<file path="src/rtl/mult_control_unit_if.sv">
`default_nettype none
// ============================================================================
//  Module  : mult_control_unit_if
//  Brief   : Start/done handshake and datapath strobes of the shift-add
//            multiplier controller.
//  Revision: 1.0  initial release
// ============================================================================
interface mult_control_unit_if #(
    parameter int BITS = 8
);
    localparam int CW = $clog2(BITS + 1);

    logic          start;
    logic          abort;
    logic          q0;
    logic          q_en;
    logic          q_ls;
    logic          m_en;
    logic          a_clr;
    logic          a_add;
    logic          a_shift;
    logic          busy;
    logic          done;
    logic [CW-1:0] cnt;

    // Controller side: drives the datapath strobes and status.
    modport master (
        input  start, abort, q0,
        output q_en, q_ls, m_en, a_clr, a_add, a_shift, busy, done, cnt
    );

    // System/datapath side.
    modport slave (
        output start, abort, q0,
        input  q_en, q_ls, m_en, a_clr, a_add, a_shift, busy, done, cnt
    );
endinterface
`default_nettype wire

</file>
<file path="src/rtl/mult_control_unit.sv">
`default_nettype none
// ============================================================================
//  Module  : mult_control_unit
//  Brief   : FSM and iteration counter sequencing BITS add/shift steps of a
//            shift-add multiplier datapath.
//  Revision: 1.0  initial release
// ============================================================================
module mult_control_unit #(
    parameter int BITS = 8
) (
    input  wire logic            clk,
    input  wire logic            rst,
    mult_control_unit_if.master  bus
);
    localparam int CW = $clog2(BITS + 1);

    typedef enum logic [2:0] {
        S_IDLE  = 3'd0,
        S_LOAD  = 3'd1,
        S_EVAL  = 3'd2,
        S_SHIFT = 3'd3,
        S_DONE  = 3'd4
    } state_t;

    state_t        state_q, state_d;
    logic [CW-1:0] cnt_q, cnt_d;
    logic          q_en_q, q_en_d;
    logic          q_ls_q, q_ls_d;
    logic          m_en_q, m_en_d;
    logic          a_clr_q, a_clr_d;
    logic          a_shift_q, a_shift_d;
    logic          busy_q, busy_d;
    logic          done_q, done_d;
    logic          w_active;

    assign w_active = (state_q == S_LOAD) || (state_q == S_EVAL) || (state_q == S_SHIFT);

    always_comb begin
        state_d = state_q;
        cnt_d   = cnt_q;
        case (state_q)
            S_IDLE:  if (bus.start) state_d = S_LOAD;
            S_LOAD:  begin
                state_d = S_EVAL;
                cnt_d   = CW'(BITS);
            end
            S_EVAL:  state_d = S_SHIFT;
            S_SHIFT: begin
                cnt_d   = cnt_q - CW'(1);
                state_d = (cnt_q == CW'(1)) ? S_DONE : S_EVAL;
            end
            S_DONE:  state_d = S_IDLE;
            default: state_d = S_IDLE;
        endcase
        // Abort overrides every transition, including SHIFT -> DONE.
        if (bus.abort && w_active) begin
            state_d = S_IDLE;
            cnt_d   = '0;
        end

        // Moore outputs are decoded from the next state so they come from flops.
        q_en_d    = (state_d == S_LOAD) || (state_d == S_SHIFT);
        q_ls_d    = (state_d == S_SHIFT);
        m_en_d    = (state_d == S_LOAD);
        a_clr_d   = (state_d == S_LOAD);
        a_shift_d = (state_d == S_SHIFT);
        busy_d    = (state_d == S_LOAD) || (state_d == S_EVAL) || (state_d == S_SHIFT);
        done_d    = (state_d == S_DONE);
    end

    always_ff @(posedge clk or negedge rst) begin
        if (!rst) begin
            state_q   <= S_IDLE;
            cnt_q     <= '0;
            q_en_q    <= 1'b0;
            q_ls_q    <= 1'b0;
            m_en_q    <= 1'b0;
            a_clr_q   <= 1'b0;
            a_shift_q <= 1'b0;
            busy_q    <= 1'b0;
            done_q    <= 1'b0;
        end else begin
            state_q   <= state_d;
            cnt_q     <= cnt_d;
            q_en_q    <= q_en_d;
            q_ls_q    <= q_ls_d;
            m_en_q    <= m_en_d;
            a_clr_q   <= a_clr_d;
            a_shift_q <= a_shift_d;
            busy_q    <= busy_d;
            done_q    <= done_d;
        end
    end

    assign bus.q_en    = q_en_q;
    assign bus.q_ls    = q_ls_q;
    assign bus.m_en    = m_en_q;
    assign bus.a_clr   = a_clr_q;
    assign bus.a_shift = a_shift_q;
    assign bus.busy    = busy_q;
    assign bus.done    = done_q;
    assign bus.cnt     = cnt_q;
    // Only Mealy output: the add decision follows the live Q[0].
    assign bus.a_add   = (state_q == S_EVAL) && bus.q0;

endmodule
`default_nettype wire

</file>
<file path="src/flat_wrapper.sv">
// flat-port wrapper written by rule: the top's interface ports become plain ports
module mult_control_unit_flat 
#(
    parameter int BITS = 8
)
  (clk, rst, bus_start, bus_abort, bus_q0, bus_q_en, bus_q_ls, bus_m_en, bus_a_clr, bus_a_add, bus_a_shift, bus_busy, bus_done, bus_cnt);
  mult_control_unit_if #(.BITS(BITS)) bus_i ();
  input  wire logic clk;
  input  wire logic rst;
  input wire logic [$bits(bus_i.start)-1:0] bus_start;
  input wire logic [$bits(bus_i.abort)-1:0] bus_abort;
  input wire logic [$bits(bus_i.q0)-1:0] bus_q0;
  output wire logic [$bits(bus_i.q_en)-1:0] bus_q_en;
  output wire logic [$bits(bus_i.q_ls)-1:0] bus_q_ls;
  output wire logic [$bits(bus_i.m_en)-1:0] bus_m_en;
  output wire logic [$bits(bus_i.a_clr)-1:0] bus_a_clr;
  output wire logic [$bits(bus_i.a_add)-1:0] bus_a_add;
  output wire logic [$bits(bus_i.a_shift)-1:0] bus_a_shift;
  output wire logic [$bits(bus_i.busy)-1:0] bus_busy;
  output wire logic [$bits(bus_i.done)-1:0] bus_done;
  output wire logic [$bits(bus_i.cnt)-1:0] bus_cnt;
  assign bus_i.start = bus_start;
  assign bus_i.abort = bus_abort;
  assign bus_i.q0 = bus_q0;
  assign bus_q_en = bus_i.q_en;
  assign bus_q_ls = bus_i.q_ls;
  assign bus_m_en = bus_i.m_en;
  assign bus_a_clr = bus_i.a_clr;
  assign bus_a_add = bus_i.a_add;
  assign bus_a_shift = bus_i.a_shift;
  assign bus_busy = bus_i.busy;
  assign bus_done = bus_i.done;
  assign bus_cnt = bus_i.cnt;
  mult_control_unit #(.BITS(BITS)) u_core (.clk(clk), .rst(rst), .bus(bus_i));
endmodule
</file>
<file path="config.mk">
export PLATFORM = sky130hd
export DESIGN_NAME = mult_control_unit_flat
export DESIGN_NICKNAME = d
export VERILOG_FILES = /design/src/rtl/mult_control_unit_if.sv /design/src/rtl/mult_control_unit.sv /design/src/flat_wrapper.sv
export SDC_FILE = /design/constraint.sdc
export NUM_CORES = 1
export LEC_CHECK = 0
export ABC_CLOCK_PERIOD_IN_PS = 1700
export CORE_UTILIZATION = 44
export DETAILED_ROUTE_END_ITERATION = 10
export PLACE_DENSITY = 0.79
export SETUP_SLACK_MARGIN = 0.5
export SYNTH_ARGS = -nofsm -noshare
export SYNTH_HDL_FRONTEND = slang
export SYNTH_SLANG_ARGS = --single-unit
</file>
<file path="constraint.sdc">
create_clock -name clk -period 1.7 [get_ports clk]
set_input_delay 0.51 -clock clk [delete_from_list [all_inputs] [get_ports clk]]
set_output_delay 0.51 -clock clk [all_outputs]
set_load 0.02 [all_outputs]
</file>
Word-level counts from Yosys, hierarchy flattened
Cells that the tools add are included.
- add/sub/neg operators: 1
- equal/unequal tests: 8
- mux-type cells: 6
- reductions and logical operators: 9
- operators with widths (kind ; count):
    $eq A3 B2 Y1 const B ; 4
    $pmux W3 S4 ; 1
    $mux W3 ; 3
    $pmux W4 S2 ; 1
    $eq A3 B1 Y1 const B ; 2
    $logic_or A1 B1 Y1 ; 5
    $eq A4 B1 Y1 const B ; 1
    $mux W4 ; 1
    $sub A4 B1 Y4 const B ; 1
    $eq A3 B3 Y1 const B ; 1
    $logic_not A3 Y1 ; 1
    $reduce_bool A3 Y1 ; 1
    $logic_and A1 B1 Y1 ; 2
- register bits: 12
- bits of input ports: 5
- output and inout bits: 12
- logic and storage cells: 31

Longest topological paths before layout
- word-level depth: 8
- depth in mapped cells: 5

Worst setup path before layout
Ideal clock, no wire load.
- kind: reg2reg
- from: register u_core.cnt_q[1] (netlist: u_core.bus.cnt[1])
- to: register u_core.busy_q (netlist: u_core.bus.busy)
- library setup time: 0.127 ns
- data arrival time: 1.248 ns
- setup slack: 0.325 ns
- cell stages (with the launch flop): 6
- clock period less this slack: 1.375 ns
- cells stage by stage: dfrtp_1 > inv_1 > ha_1 > or3b_4 > nor2_4 > o21bai_2
- cells in the longest elaborated chain, start to end: 7
- elaborated cells on any way between the ends: 9
- classes of those cells: 4 x eq/ne; 3 x mux; 2 x reduce/logical
- RTL lines (element ; line ; text):
    start: declaration ; mult_control_unit.sv:26 ; logic [CW-1:0] cnt_q, cnt_d;
    start signal: assignment ; mult_control_unit.sv:84 ; cnt_q <= cnt_d;
    $eq A4 B1 Y1 (*) ; mult_control_unit.sv:50 ; state_d = (cnt_q == CW'(1)) ? S_DONE : S_EVAL;
    $mux W3 (*) ; mult_control_unit.sv:50 ;
    $pmux W3 S4 (*) ; mult_control_unit.sv:41 ; case (state_q)
    $mux W3 (*) ; mult_control_unit.sv:56 ; if (bus.abort && w_active) begin
    $eq A3 B1 Y1 / $eq A3 B2 Y1 (equally long branches) ; mult_control_unit.sv:67 ; busy_d = (state_d == S_LOAD) || (state_d == S_EVAL) || (state_d == S_SHIFT);
    $logic_or A1 B1 Y1 ; mult_control_unit.sv:67 ;
    $logic_or A1 B1 Y1 (*) ; mult_control_unit.sv:67 ;
    via u_core.busy_d ; mult_control_unit.sv:32 ; logic busy_q, busy_d;
    end signal: assignment ; mult_control_unit.sv:90 ; busy_q <= busy_d;
    end: declaration ; mult_control_unit.sv:32 ;
Mark *: on every way through the listed nets, which the timed path passes. The rest lies on a longest branch.
A chain may end at the register's enable or synchronous reset.

Final worst setup path
- from: register u_core.state_q[0]
- to: output bus_a_add
- cells in the longest elaborated chain, start to end: 2
- RTL lines (element ; line ; text):
    start: declaration ; mult_control_unit.sv:25 ; state_t state_q, state_d;
    start signal: assignment ; mult_control_unit.sv:83 ; state_q <= state_d;
    $eq A3 B2 Y1 ; mult_control_unit.sv:104 ; assign bus.a_add = (state_q == S_EVAL) && bus.q0;
    $logic_and A1 B1 Y1 ; mult_control_unit.sv:104 ;
    end: declaration ; flat_wrapper.sv:17 ; output wire logic [$bits(bus_i.a_add)-1:0] bus_a_add;
No other way between the ends.

==> out/results.ini <==
[global_routing]
use_met1_pct=30.94
grtUsageTotal_pct=26.41
met2_usage_pct=46.67
grt_max_degree=13
grt_use_met3_pct=6.936
top_usage_layer=met2
overflow=0
grt_pass1_vias=527
grt_antenna_before_repair=0
grt_pass1_wl_um=2470

[setup_path]
required_ns=1.19
crit_arrival_ns=1.07
start_kind=flip-flop
crit_path_end_kind=output port
startpoint=u_core.state_q[0]
r2r_start=u_core.bus.cnt[1]
crit_type=reg -> out
crit_path_max_fanout=2

[logic_synthesis]
synth.most_common_cell=dfrtp_1
syn_area_um2=593.1
synth-async-reset-ratio_pct=100.0
synth_ff_type=dfrtp_1
synth_top_area_cell=dfrtp_1
synth_area_leaders=dfrtp_1, o21ai_0, ha_1, buf_6, o211a_1
synth_cells=56
synth_warnings=0
synth_fp_nets=63
synth_edf_count=0
ys_seq_area_share_pct=50.63
synth-seq-cells=12
netlist.area_leader.share_pct=50.63
yosysUniqueCellTypes=24
postSynthAreaPerCell_um2=10.59
synthTopCellsByCount=dfrtp_1, o21ai_0, inv_1, nor2_1, and3_1

[floorplan]
io_pins=17
die_area_mm2=0.001499
chipWidth_um=38.72
rows=12
design.core.area_mm2=0.001171
die_y_um=38.72
start_util_pct=50.64

[finish]
fillers=62
sequential_cell_area_um2=302.8
multi_input_area_um2=309.0
area_delta_synth_final_pct=67.93
final_nets=97
antenna_cells=0
drive_gt1_share_pct=58.43

[clock_network]
clk_pin_slew_ns=0.08
clk_latency_ns=0.28
cts_inserted_buffers=3
postCtsHoldBufs=0
cts_sinks=12
clockRootBuffer=clkbuf_4
cts_tree=built
htreeDepth=1
clockBufferDepth=2

[power]
power_uw=1315
power_density_mw_per_mm2=1320
vdd_drop_max_mv=0.7977
power.leakage_uw=0.0004656

[timing]
fin_crit_ns=1.581
tightest_slew_ns=0.3054
rsz0062_at_grt=yes
drv_slew=0
setup_viol=0
timing.hold.ws_ns=0.5210
timing.final.ws_setup_ns=0.1187
timing.final.crit_share_pct=93.02
max_freq_mhz=632.4
relSlewSlack_pct=79.43
hold_violations=0
clock_skew_ns=0.005363

[status]
outcome=finished clean

[worst_hold_path]
hold_class=in -> async

[routing]
antenna_left=0
vias_per_cell=5.874
drtIter0Drc=22
drc=0
post_drt_wl_per_cell_um=18.15
wl_um=1869
vias=605
drtPass1Iterations=4

[run]
cap_violations=0

[place]
hpwl_um=1031
dp_slack_ns=-0.5904
port_buffers=16
place_congestion=0.7901

[worst paths after layout]
kind | to | slack, ns | cells after the start
min in group clk | u_core.bus.cnt[0] | 0.65 | 2
worst min-delay path | u_core.state_q[1] | 0.52 | 2
worst min register to register | u_core.bus.cnt[0] | 0.65 | 2
worst max register to register | u_core.bus.busy | 0.34 | 5
worst max-delay path | bus_a_add | 0.12 | 3
max in group asynchronous | u_core.bus.cnt[0] | 1.00 | 2
[cell families (layout without fill, tap and decap cells)]
| logic type | after synthesis | after routing | synth area share [%] |
|---|---|---|---|
| AOI/OAI and AO/OA | 17 | 17 | 19.41 |
| adders and majority gates | 2 | 2 | 4.219 |
| buffers and inverters | 9 | 42 | 9.493 |
| DFF | 12 | 12 | 50.63 |
| and+or+nand+nor | 16 | 16 | 16.24 |
[cell type report]
cell class / count / share of cell area (%)
Clock buffer: 4 / 3.643
Timing Repair Buffer: 33 / 31.28
Multi-Input combinational cell: 35 / 31.03
Tap cell: 14 / 1.759
Inverter: 5 / 1.884
Sequential cell: 12 / 30.40
[sequential cells by signal, indices dropped and copies added (netlist names)]
| name | count |
|---|---|
| u_core.bus.q_ls | 1 |
| u_core.bus.q_en | 1 |
| u_core.bus.done | 1 |
| u_core.bus.m_en | 1 |
| u_core.bus.cnt | 4 |
| u_core.state_q | 3 |
| u_core.bus.busy | 1 |
[per-stage QoR]
step / area, um^2 / util [%] / setup TNS, ns / std cells
after floorplan: 598.1 / - / 0 / 56
after global placement: 805.8 / 68.80 / -0.5713 / 91
after detailed placement: 805.8 / 68.80 / -0.5904 / 91
after CTS: 945.9 / 80.77 / 0 / 100
after global routing: 996.0 / 85.04 / 0 / 103
final: 996.0 / 85.04 / 0 / 103
[cells in the final DEF, fill, tap and decap left out]
cell	n
dfrtp_2	2
nor2_2	1
nand4_1	1
o21ai_0	6
nand2_1	1
dfrtp_1	10
a21boi_2	1
inv_2	4
nand3_2	1
clkbuf_4	3
o211ai_1	1
o211a_1	2
clkbuf_8	1
a31oi_1	1
buf_4	14
and2b_2	1
and3_1	3
dlygate4sd2_1	2
or3b_4	1
buf_6	15
o21bai_2	1
a21oi_1	2
inv_1	1
ha_4	2
nor2_4	2
a21o_1	1
nor3_4	1
o31ai_1	1
and4_4	1
nor2_1	3
o31ai_4	1
clkdlybuf4s50_1	2
[metal layers]
metal | vias to the layer above | routed length (um)
met2 | 44 | 936
met1 | 290 | 725
met3 | 8 | 167
met4 | 0 | 40
met5 | - | 0
li1 | 263 | -
[where the power goes]
| part | switching (uW) | internal (uW) | leakage (uW) | total, uW |
|---|---|---|---|---|
| Clock | 108 | 130 | 0.0000210 | 239 |
| Sequential | 49.2 | 348 | 0.000153 | 397 |
| Combinational | 331 | 348 | 0.000291 | 679 |
[critical path, cell delays in order (launching register included)]
cell and delay [ns]:
dfrtp_1 0.40, inv_2 0.06, and4_4 0.22, buf_6 0.11
[timing repair]
action / in CTS / in global routing
pin swaps: 10 / 7
resized for setup: 86 / 7
setup buffers: 5 / 3
endpoints found under the setup margin: 21 / 20
Power figures use the tool's default switching activity.
